### src/rtl/cpu_pkg.sv
// Shared encodings for the multi-cycle core: opcode/funct values, FSM states, ALU ops.
package cpu_pkg;

  localparam logic [5:0] OP_RTYPE = 6'h00;
  localparam logic [5:0] OP_J     = 6'h02;
  localparam logic [5:0] OP_BEQ   = 6'h04;
  localparam logic [5:0] OP_BNE   = 6'h05;
  localparam logic [5:0] OP_ADDI  = 6'h08;
  localparam logic [5:0] OP_ANDI  = 6'h0C;
  localparam logic [5:0] OP_ORI   = 6'h0D;
  localparam logic [5:0] OP_LUI   = 6'h0F;
  localparam logic [5:0] OP_LW    = 6'h23;
  localparam logic [5:0] OP_SW    = 6'h2B;

  localparam logic [5:0] FN_SLL = 6'h00;
  localparam logic [5:0] FN_SRL = 6'h02;
  localparam logic [5:0] FN_ADD = 6'h20;
  localparam logic [5:0] FN_SUB = 6'h22;
  localparam logic [5:0] FN_AND = 6'h24;
  localparam logic [5:0] FN_OR  = 6'h25;
  localparam logic [5:0] FN_SLT = 6'h2A;

  typedef enum logic [2:0] {FETCH, DECODE, EXEC, MEM, WB, HALT} state_e;

  typedef enum logic [2:0] {
    ALU_ADD, ALU_SUB, ALU_AND, ALU_OR, ALU_SLT, ALU_SLL, ALU_SRL, ALU_LUI
  } alu_op_e;

endpackage

### src/rtl/mc_alu.sv
// Combinational ALU; shifts act on b (the rt operand), lui places b[15:0] in bits 31:16.
module mc_alu
  import cpu_pkg::*;
#(
  parameter int XLEN = 32
) (
  input  logic [XLEN-1:0] a,
  input  logic [XLEN-1:0] b,
  input  logic [4:0]      shamt,
  input  alu_op_e         alu_op,
  output logic [XLEN-1:0] result
);

  always_comb begin
    result = '0;
    case (alu_op)
      ALU_ADD: result = a + b;
      ALU_SUB: result = a - b;
      ALU_AND: result = a & b;
      ALU_OR:  result = a | b;
      ALU_SLT: result[0] = $signed(a) < $signed(b);
      ALU_SLL: result = b << shamt;
      ALU_SRL: result = b >> shamt;
      ALU_LUI: result[31:16] = b[15:0];
      default: result = '0;
    endcase
  end

endmodule

### src/rtl/mc_cpu_core.sv
// Multi-cycle MIPS-subset core sharing one word-addressed memory port for fetch and data.
module mc_cpu_core
  import cpu_pkg::*;
#(
  parameter int                XLEN     = 32,
  parameter int                NREGS    = 32,
  parameter int                ADDR_W   = 12,
  parameter logic [ADDR_W-1:0] RESET_PC = '0
) (
  input  logic              clk,
  input  logic              rst,
  output logic              mem_req,
  output logic              mem_we,
  output logic [ADDR_W-1:0] mem_addr,
  output logic [XLEN-1:0]   mem_wdata,
  input  logic              mem_ready,
  input  logic [XLEN-1:0]   mem_rdata,
  output logic              halted,
  output logic [ADDR_W-1:0] pc_out
);

  localparam int RW = $clog2(NREGS);

  state_e            state_q, state_d;
  logic [ADDR_W-1:0] pc_q, pc_d, ipc_q, ipc_d;
  logic [31:0]       ir_q, ir_d;
  logic [XLEN-1:0]   a_q, a_d, b_q, b_d, imm_q, imm_d, res_q, res_d;
  logic              req_q, req_d, we_q, we_d;
  logic [ADDR_W-1:0] addr_q, addr_d;
  logic [XLEN-1:0]   wdata_q, wdata_d;

  logic [XLEN-1:0]   rf_q [NREGS];
  logic              rf_we;
  logic [RW-1:0]     rf_waddr;
  logic [XLEN-1:0]   rf_wdata;

  logic [5:0]        op, funct;
  logic [4:0]        shamt;
  logic [RW-1:0]     rs_idx, rt_idx, rd_idx;
  logic              illegal, taken, go_fetch;
  alu_op_e           alu_op;
  logic [XLEN-1:0]   alu_b, alu_res;

  assign op     = ir_q[31:26];
  assign funct  = ir_q[5:0];
  assign shamt  = ir_q[10:6];
  assign rs_idx = ir_q[21 +: RW];
  assign rt_idx = ir_q[16 +: RW];
  assign rd_idx = ir_q[11 +: RW];

  always_comb begin
    alu_op  = ALU_ADD;
    illegal = 1'b0;
    case (op)
      OP_RTYPE: begin
        case (funct)
          FN_ADD:  alu_op = ALU_ADD;
          FN_SUB:  alu_op = ALU_SUB;
          FN_AND:  alu_op = ALU_AND;
          FN_OR:   alu_op = ALU_OR;
          FN_SLT:  alu_op = ALU_SLT;
          FN_SLL:  alu_op = ALU_SLL;
          FN_SRL:  alu_op = ALU_SRL;
          default: illegal = 1'b1;
        endcase
      end
      OP_ADDI, OP_LW, OP_SW: alu_op = ALU_ADD;
      OP_ANDI:               alu_op = ALU_AND;
      OP_ORI:                alu_op = ALU_OR;
      OP_LUI:                alu_op = ALU_LUI;
      OP_BEQ, OP_BNE, OP_J:  alu_op = ALU_SUB;
      default:               illegal = 1'b1;
    endcase
  end

  assign alu_b = (op == OP_RTYPE) ? b_q : imm_q;
  assign taken = ((op == OP_BEQ) && (a_q == b_q)) || ((op == OP_BNE) && (a_q != b_q));

  mc_alu #(.XLEN(XLEN)) u_alu (
    .a      (a_q),
    .b      (alu_b),
    .shamt  (shamt),
    .alu_op (alu_op),
    .result (alu_res)
  );

  always_comb begin
    state_d  = state_q;
    pc_d     = pc_q;
    ipc_d    = ipc_q;
    ir_d     = ir_q;
    a_d      = a_q;
    b_d      = b_q;
    imm_d    = imm_q;
    res_d    = res_q;
    req_d    = req_q;
    we_d     = we_q;
    addr_d   = addr_q;
    wdata_d  = wdata_q;
    rf_we    = 1'b0;
    rf_waddr = (op == OP_RTYPE) ? rd_idx : rt_idx;
    rf_wdata = res_q;
    go_fetch = 1'b0;

    case (state_q)
      FETCH: begin
        if (req_q && mem_ready) begin
          ir_d    = mem_rdata[31:0];
          ipc_d   = pc_q;
          req_d   = 1'b0;
          state_d = DECODE;
        end else if (!req_q) begin
          // first cycle out of reset: raise the fetch request
          req_d  = 1'b1;
          we_d   = 1'b0;
          addr_d = pc_q;
        end
      end
      DECODE: begin
        a_d     = rf_q[rs_idx];
        b_d     = rf_q[rt_idx];
        imm_d   = ((op == OP_ANDI) || (op == OP_ORI)) ? {{(XLEN-16){1'b0}}, ir_q[15:0]}
                                                      : {{(XLEN-16){ir_q[15]}}, ir_q[15:0]};
        state_d = EXEC;
      end
      EXEC: begin
        if (illegal) begin
          state_d = HALT;
        end else begin
          res_d = alu_res;
          pc_d  = pc_q + ADDR_W'(1);
          case (op)
            OP_BEQ, OP_BNE: begin
              if (taken) pc_d = pc_q + ADDR_W'(1) + imm_q[ADDR_W-1:0];
              go_fetch = 1'b1;
            end
            OP_J: begin
              pc_d     = ir_q[ADDR_W-1:0];
              go_fetch = 1'b1;
            end
            OP_LW, OP_SW: begin
              state_d = MEM;
              req_d   = 1'b1;
              we_d    = (op == OP_SW);
              addr_d  = a_q[ADDR_W-1:0] + imm_q[ADDR_W-1:0];
              wdata_d = b_q;
            end
            default: state_d = WB;
          endcase
        end
      end
      MEM: begin
        if (mem_ready) begin
          if (we_q) begin
            go_fetch = 1'b1;
          end else begin
            res_d   = mem_rdata;
            req_d   = 1'b0;
            state_d = WB;
          end
        end
      end
      WB: begin
        rf_we    = (rf_waddr != '0);
        go_fetch = 1'b1;
      end
      HALT: req_d = 1'b0;
      default: state_d = HALT;
    endcase

    // request outputs are registered, so the fetch is launched on the same edge as the state change
    if (go_fetch) begin
      state_d = FETCH;
      req_d   = 1'b1;
      we_d    = 1'b0;
      addr_d  = pc_d;
    end
  end

  always_ff @(posedge clk or posedge rst) begin
    if (rst) begin
      state_q <= FETCH;
      pc_q    <= RESET_PC;
      ipc_q   <= RESET_PC;
      ir_q    <= '0;
      a_q     <= '0;
      b_q     <= '0;
      imm_q   <= '0;
      res_q   <= '0;
      req_q   <= 1'b0;
      we_q    <= 1'b0;
      addr_q  <= '0;
      wdata_q <= '0;
    end else begin
      state_q <= state_d;
      pc_q    <= pc_d;
      ipc_q   <= ipc_d;
      ir_q    <= ir_d;
      a_q     <= a_d;
      b_q     <= b_d;
      imm_q   <= imm_d;
      res_q   <= res_d;
      req_q   <= req_d;
      we_q    <= we_d;
      addr_q  <= addr_d;
      wdata_q <= wdata_d;
    end
  end

  always_ff @(posedge clk or posedge rst) begin
    if (rst) begin
      for (int i = 0; i < NREGS; i++) rf_q[i] <= '0;
    end else if (rf_we) begin
      rf_q[rf_waddr] <= rf_wdata;
    end
  end

  assign mem_req   = req_q;
  assign mem_we    = we_q;
  assign mem_addr  = addr_q;
  assign mem_wdata = wdata_q;
  assign halted    = (state_q == HALT);
  assign pc_out    = (state_q == FETCH) ? pc_q : ipc_q;

endmodule

### config.mk
export PLATFORM = sky130hd
export DESIGN_NAME = mc_cpu_core
export DESIGN_NICKNAME = d
export VERILOG_FILES = /design/src/rtl/cpu_pkg.sv /design/src/rtl/mc_alu.sv /design/src/rtl/mc_cpu_core.sv
export SDC_FILE = /design/constraint.sdc
export NUM_CORES = 2
export LEC_CHECK = 0
export CORE_AREA = 4 4 409 411
export CTS_CLUSTER_SIZE = 28
export DETAILED_ROUTE_END_ITERATION = 10
export DIE_AREA = 0 0 413 415
export PLACE_DENSITY = 0.69
export SETUP_SLACK_MARGIN = 0.05
export SYNTH_ARGS = -nofsm -noshare
export SYNTH_HDL_FRONTEND = slang
export SYNTH_SLANG_ARGS = --single-unit
### constraint.sdc
create_clock -name clk -period 47.5 [get_ports clk]
set_clock_uncertainty 0.2 [all_clocks]
set_input_delay 4.75 -clock clk [delete_from_list [all_inputs] [get_ports clk]]
set_output_delay 4.75 -clock clk [all_outputs]
set_load 0.005 [all_outputs]
# After elaboration in Yosys (flattened, before gate mapping)
# Cells that the tools add are included.
totals:
  register_bits: 1257
  input_bits: 35
  out_inout_bits: 59
  elab_cells: 189
op_classes:
  add_sub_neg: 5
  magnitude_cmp: 5
  eq_ne: 41
  shifts: 2
  n_mux: 60
  bitwise_logic: 6
  n_reduce_logical: 26
ops:
  columns: ["cell", "n"]
  rows:
  - ["1024-bit bitwise mux", 1]
  - ["32-bit binary-select mux with 5-bit select", 2]
  - ["32-bit 2-to-1 mux", 10]
  - ["32-bit demux with 5-bit select", 1]
  - ["16-bit case mux with 7 select lines", 1]
  - ["12-bit 2-to-1 mux", 9]
  - ["15-bit case mux with 6 select lines", 1]
  - ["32-bit case mux with 2 select lines", 1]
  - ["12-bit case mux with 2 select lines", 2]
  - ["6-bit equality test (second input constant)", 7]
  - ["32-bit adder", 1]
  - ["32-bit AND", 1]
  - ["32-bit equality test", 1]
  - ["32-bit less-than comparator", 1]
  - ["32-bit != test", 1]
  - ["32-bit OR", 1]
  - ["32-bit by 5-bit left shift with 32-bit output", 1]
  - ["32-bit by 5-bit right shift with 32-bit output", 1]
  - ["32-bit subtractor", 1]
  - ["3-bit case mux with 5 select lines", 2]
  - ["12-bit adder", 2]
  - ["6-bit by 4-bit equality test with 1-bit output (second input constant)", 4]
  - ["3-bit equality test (second input constant)", 6]
  - ["6-bit >= comparator (second input constant)", 3]
  - ["37 further kinds", 84]

# Depth between registers and ports, before layout
logic_depth:
  word_depth: 8
  ltp_mapped: 23
  mapped_depth_nobuf: 17

# Cells and area by module
# From an unflattened synthesis, not the netlist that was laid out.
hier_totals:
  hier_cells: 5465
  area_unflattened_um2: 73709.4
by_module_without_submodules:
  columns: ["module", "instances", "cells_per_inst", "area_each_um2", "seq_area_each_um2"]
  rows:
  - ["mc_cpu_core", 1, 4265, 65116.2, 31079.8]
  - ["mc_alu", 1, 1200, 8593.2, 0.0]

# Worst setup path before layout
# No wires, ideal clock.
synth_timing:
  path_kind: "register to output"
  start: "register state_q[2]"
  end: "output pc_out[10]"
  arrival_time_ns: 1.605
  required_ns: 42.550
  path_slack_ns: 40.945
  path_stages_with_launch: 5
  n_path_buf: 2
  cell_sequence: "dfrtp_1 > clkbuf_1 > nor3_1 > clkbuf_1 > mux2_2"
synth_between:
  elab_chain_len: 2
synth_rtl:
  columns: ["element", "line", "rtl"]
  rows:
  - ["from (decl)", "mc_cpu_core.sv:24", "state_e state_q, state_d;"]
  - ["from (signal assigned)", "mc_cpu_core.sv:195", "state_q <= state_d;"]
  - ["3-bit zero test", "mc_cpu_core.sv:223", "assign pc_out = (state_q == FETCH) ? pc_q : ipc_q;"]
  - ["12-bit 2-to-1 mux", "mc_cpu_core.sv:223", null]
  - ["to (decl)", "mc_cpu_core.sv:19", "output logic [ADDR_W-1:0] pc_out"]
# No other way between the ends.

==> impl_metrics.toml <==
[cells_and_area]
syn2layout_area_growth_pct = 9.83
final_util = 0.491
design_area_mm2 = 0.0805
final_cells = 7577
regArea_mm2 = 0.0311
multi_input_area_mm2 = 0.0398
nets = 5458
nFillCells = 14100
drive_gt1_frac = 0.410

[critical_path]
slowest_delay_ns = 0.91
reg2regPathDepth = 17
crit_family = "buffers and inverters"
cp.depth = 7
r2r_slack_ns = 41.10
rr_startpoint = "ir_q[29]"
crit_top_cell = "buf_4"
critPathLaunchType = "input pin"
crit_required_ns = 48.05
critical_path.slowest_cell = "buf_4"
crit_path_max_fanout = 168
cp_num_buf_inv = 7
path_class = "input pin to asynchronous set/reset pin"
cp_cell_sequence = "clkdlybuf4s50_1, inv_8, buf_12, buf_4, buf_4, buf_4, buf_4"
end_kind = "asynchronous set/reset pin"
arrival_ns = 10.52
r2r_end = "res_q[31]"

[floorplanning]
start_util = 0.447
io_pins = 94
core_mm2 = 0.164
die_w_um = 413
placementRows = 149
die-area_mm2 = 0.171
dieHeight_um = 415

[sta]
slew_headroom = 0.103
maxClockFrequency_mhz = 100
setup_slack_ns = 37.53
slew_viol_final = 0
setup-tns-final_ns = 0
hold_viol = 0
holdWs_ns = 0.194
setup_viol = 0
post-route-period-util = 0.210
min_period_ns = 9.97
worst_pin_slew_ns = 1.35
rsz0062_at_grt = "no"

[placement]
placed_area_mm2 = 0.0761
portBuffers = 93
dp.cells = 7338
place_ws_ns = 36.60
dpl.hpwl_um = 144000
place.gp.congestion = 1.03

[min_path]
hold_end = "rf_q[1012]"
holdCritPathClass = "register to register"
hold_depth = 0
hp-start = "rf_q[1012]"

[clock_network]
cts.path.max_buffers = 3
postCtsSetupBuffers = 0
cts_tree = "done"
htree_levels = 4
numCtsBuffers = 132
cts_resized = 0
clock_latency_ns = 0.78
clk_pin_slew_worst_paths_ns = 0.06
cts-hold-fix-buffers = 0
root_buffer = "clkbuf_16"
cts_sinks = 1242

[yosys]
synth-compound-area-share = 0.0581
synthCells = 5478
syn_nets = 5653
synth-edff-count = 0
muxShareOfSynthArea = 0.401
yosys_warnings = 0
dominantRegCellSynth = "dfrtp_1"
synth_cell_types = 87
async_flop_share = 1.00
avgSynthCellArea_um2 = 13.4
syn_area_mm2 = 0.0733
synthMostInstantiatedCell = "dfrtp_1"
ys_top_cells_by_count = "1,242 x dfrtp_1, 1,096 x mux2_2, 685 x mux4_2"
synth_area_leader_cell = "dfrtp_1"
synth-xor-area-share = 0.0108
synth_top_family_by_area = "multiplexers"
yosys.area_share.simple = 0.0461
ys_ff_latch = 1242
ys_top_cells_by_area = "dfrtp_1 42%, mux4_2 21%, mux2_2 17%"
synth_fa_ha_area_frac = 0.0243
yosysSeqAreaShare = 0.424
yosys.area.top_type_share = 0.424

[run]
maxCapViolCount = 0

[route]
drc = 0
routedWlPerCell_um = 31.0
drtPass1Iterations = 6
routed_wl_um = 235000
vias = 50300
ant_nets = 0
first_iter_violations = 6240
avgViaCountPerCell = 6.64

[grt]
grt_pass1_vias = 50600
grt_pass1_wl_um = 347000
grt_max_degree = 169
overflow = 0
grt_usage = 0.272
antenna_found_initial = 4

[power]
p_per_area_mw_per_mm2 = 73.0
power_mw = 5.87
vdd_drop_max_mv = 0.0506
p_leak_nw = 35.3

[run_status]
status = "finished clean"
where the power goes:
| group | internal [mW] | switching, mW |
|---|---|---|
| registers | 1.41 | 0.547 |
| logic | 1.36 | 1.49 |
| clock network | 0.612 | 0.446 |
| total | 3.39 | 2.49 |
sequential cells by signal, indices dropped and copies added (netlist names):
register   cells
a_q           32
mem_we         1
ir_q          32
pc_q          12
imm_q         17
mem_wdata     32
mem_addr      12
state_q        3
mem_req        1
b_q           32
ipc_q         12
res_q         32
rf_q        1024
layer usage:
metal | vias to the layer above | GRT usage | share of wire
li1 | 20400 | - | -
met5 | - | 0 | 0
met1 | 27000 | 0.381 | 0.40
met2 | 2399 | 0.421 | 0.47
met3 | 564 | 0.0484 | 0.085
met4 | 0 | 0.116 | 0.048
how the worst max path moves through the flow:
stage / slack [ns] / end / from
after floorplan: 7.55 / a_q[0] / rst
after global placement: 36.67 / rf_q[689] / rst
after detailed placement: 36.60 / rf_q[276] / rst
after CTS: 37.43 / rf_q[276] / rst
after global routing: 36.62 / rf_q[573] / rst
final: 37.53 / rf_q[605] / rst
kinds of logic (layout without fill, tap and decap cells):
| family | after synthesis | in the layout |
|---|---|---|
| compound gates | 670 | 670 |
| xor+xnor | 90 | 90 |
| fa+ha+maj | 140 | 140 |
| buf+inv | 669 | 572 |
| flops | 1242 | 1242 |
| mux | 1936 | 1936 |
| other cells | 0 | 7 |
| simple gates | 731 | 731 |
worst register-to-register path, cell delays in order (launching register included):
cell and delay [ns]:
dfrtp_1 0.53, nor4_4 0.57, nand2_2 0.44, buf_4 0.43
nand2_1 0.89, nand2_1 0.23, inv_1 0.14, ha_1 0.36
nor2b_1 0.14, o21ai_0 0.08, a21oi_1 0.17, nor3_1 0.06
o21a_1 0.18, o41ai_1 0.93, a211oi_1 0.30, xor2_1 0.23
a221oi_1 0.34, a21oi_1 0.07
layout make-up:
class / count / share of cell area
sequential: 1242 / 0.387
tap: 2189 / 0.0340
antenna: 7 / 0.000218
clock buffer: 185 / 0.0479
inverter: 120 / 0.00569
clock inverter: 47 / 0.00658
timing repair buffer: 220 / 0.0243
multi-input combinational: 3567 / 0.495
cells in the final DEF, fill, tap and decap left out, types with 48 or more instances in the layout:
cell type	Yosys	routed
inv_1	116	115
clkbuf_16	0	134
nand2_1	219	204
nor3_1	55	54
mux2i_1	137	136
mux4_2	685	685
buf_4	1	121
nand3_1	49	48
nor2_1	246	229
xor2_1	52	52
o21ai_0	132	132
clkdlybuf4s50_1	0	93
dfrtp_1	1242	1230
a21oi_1	220	219
mux2_2	1096	1096
ha_1	136	136
Power figures use the tool's default switching activity.
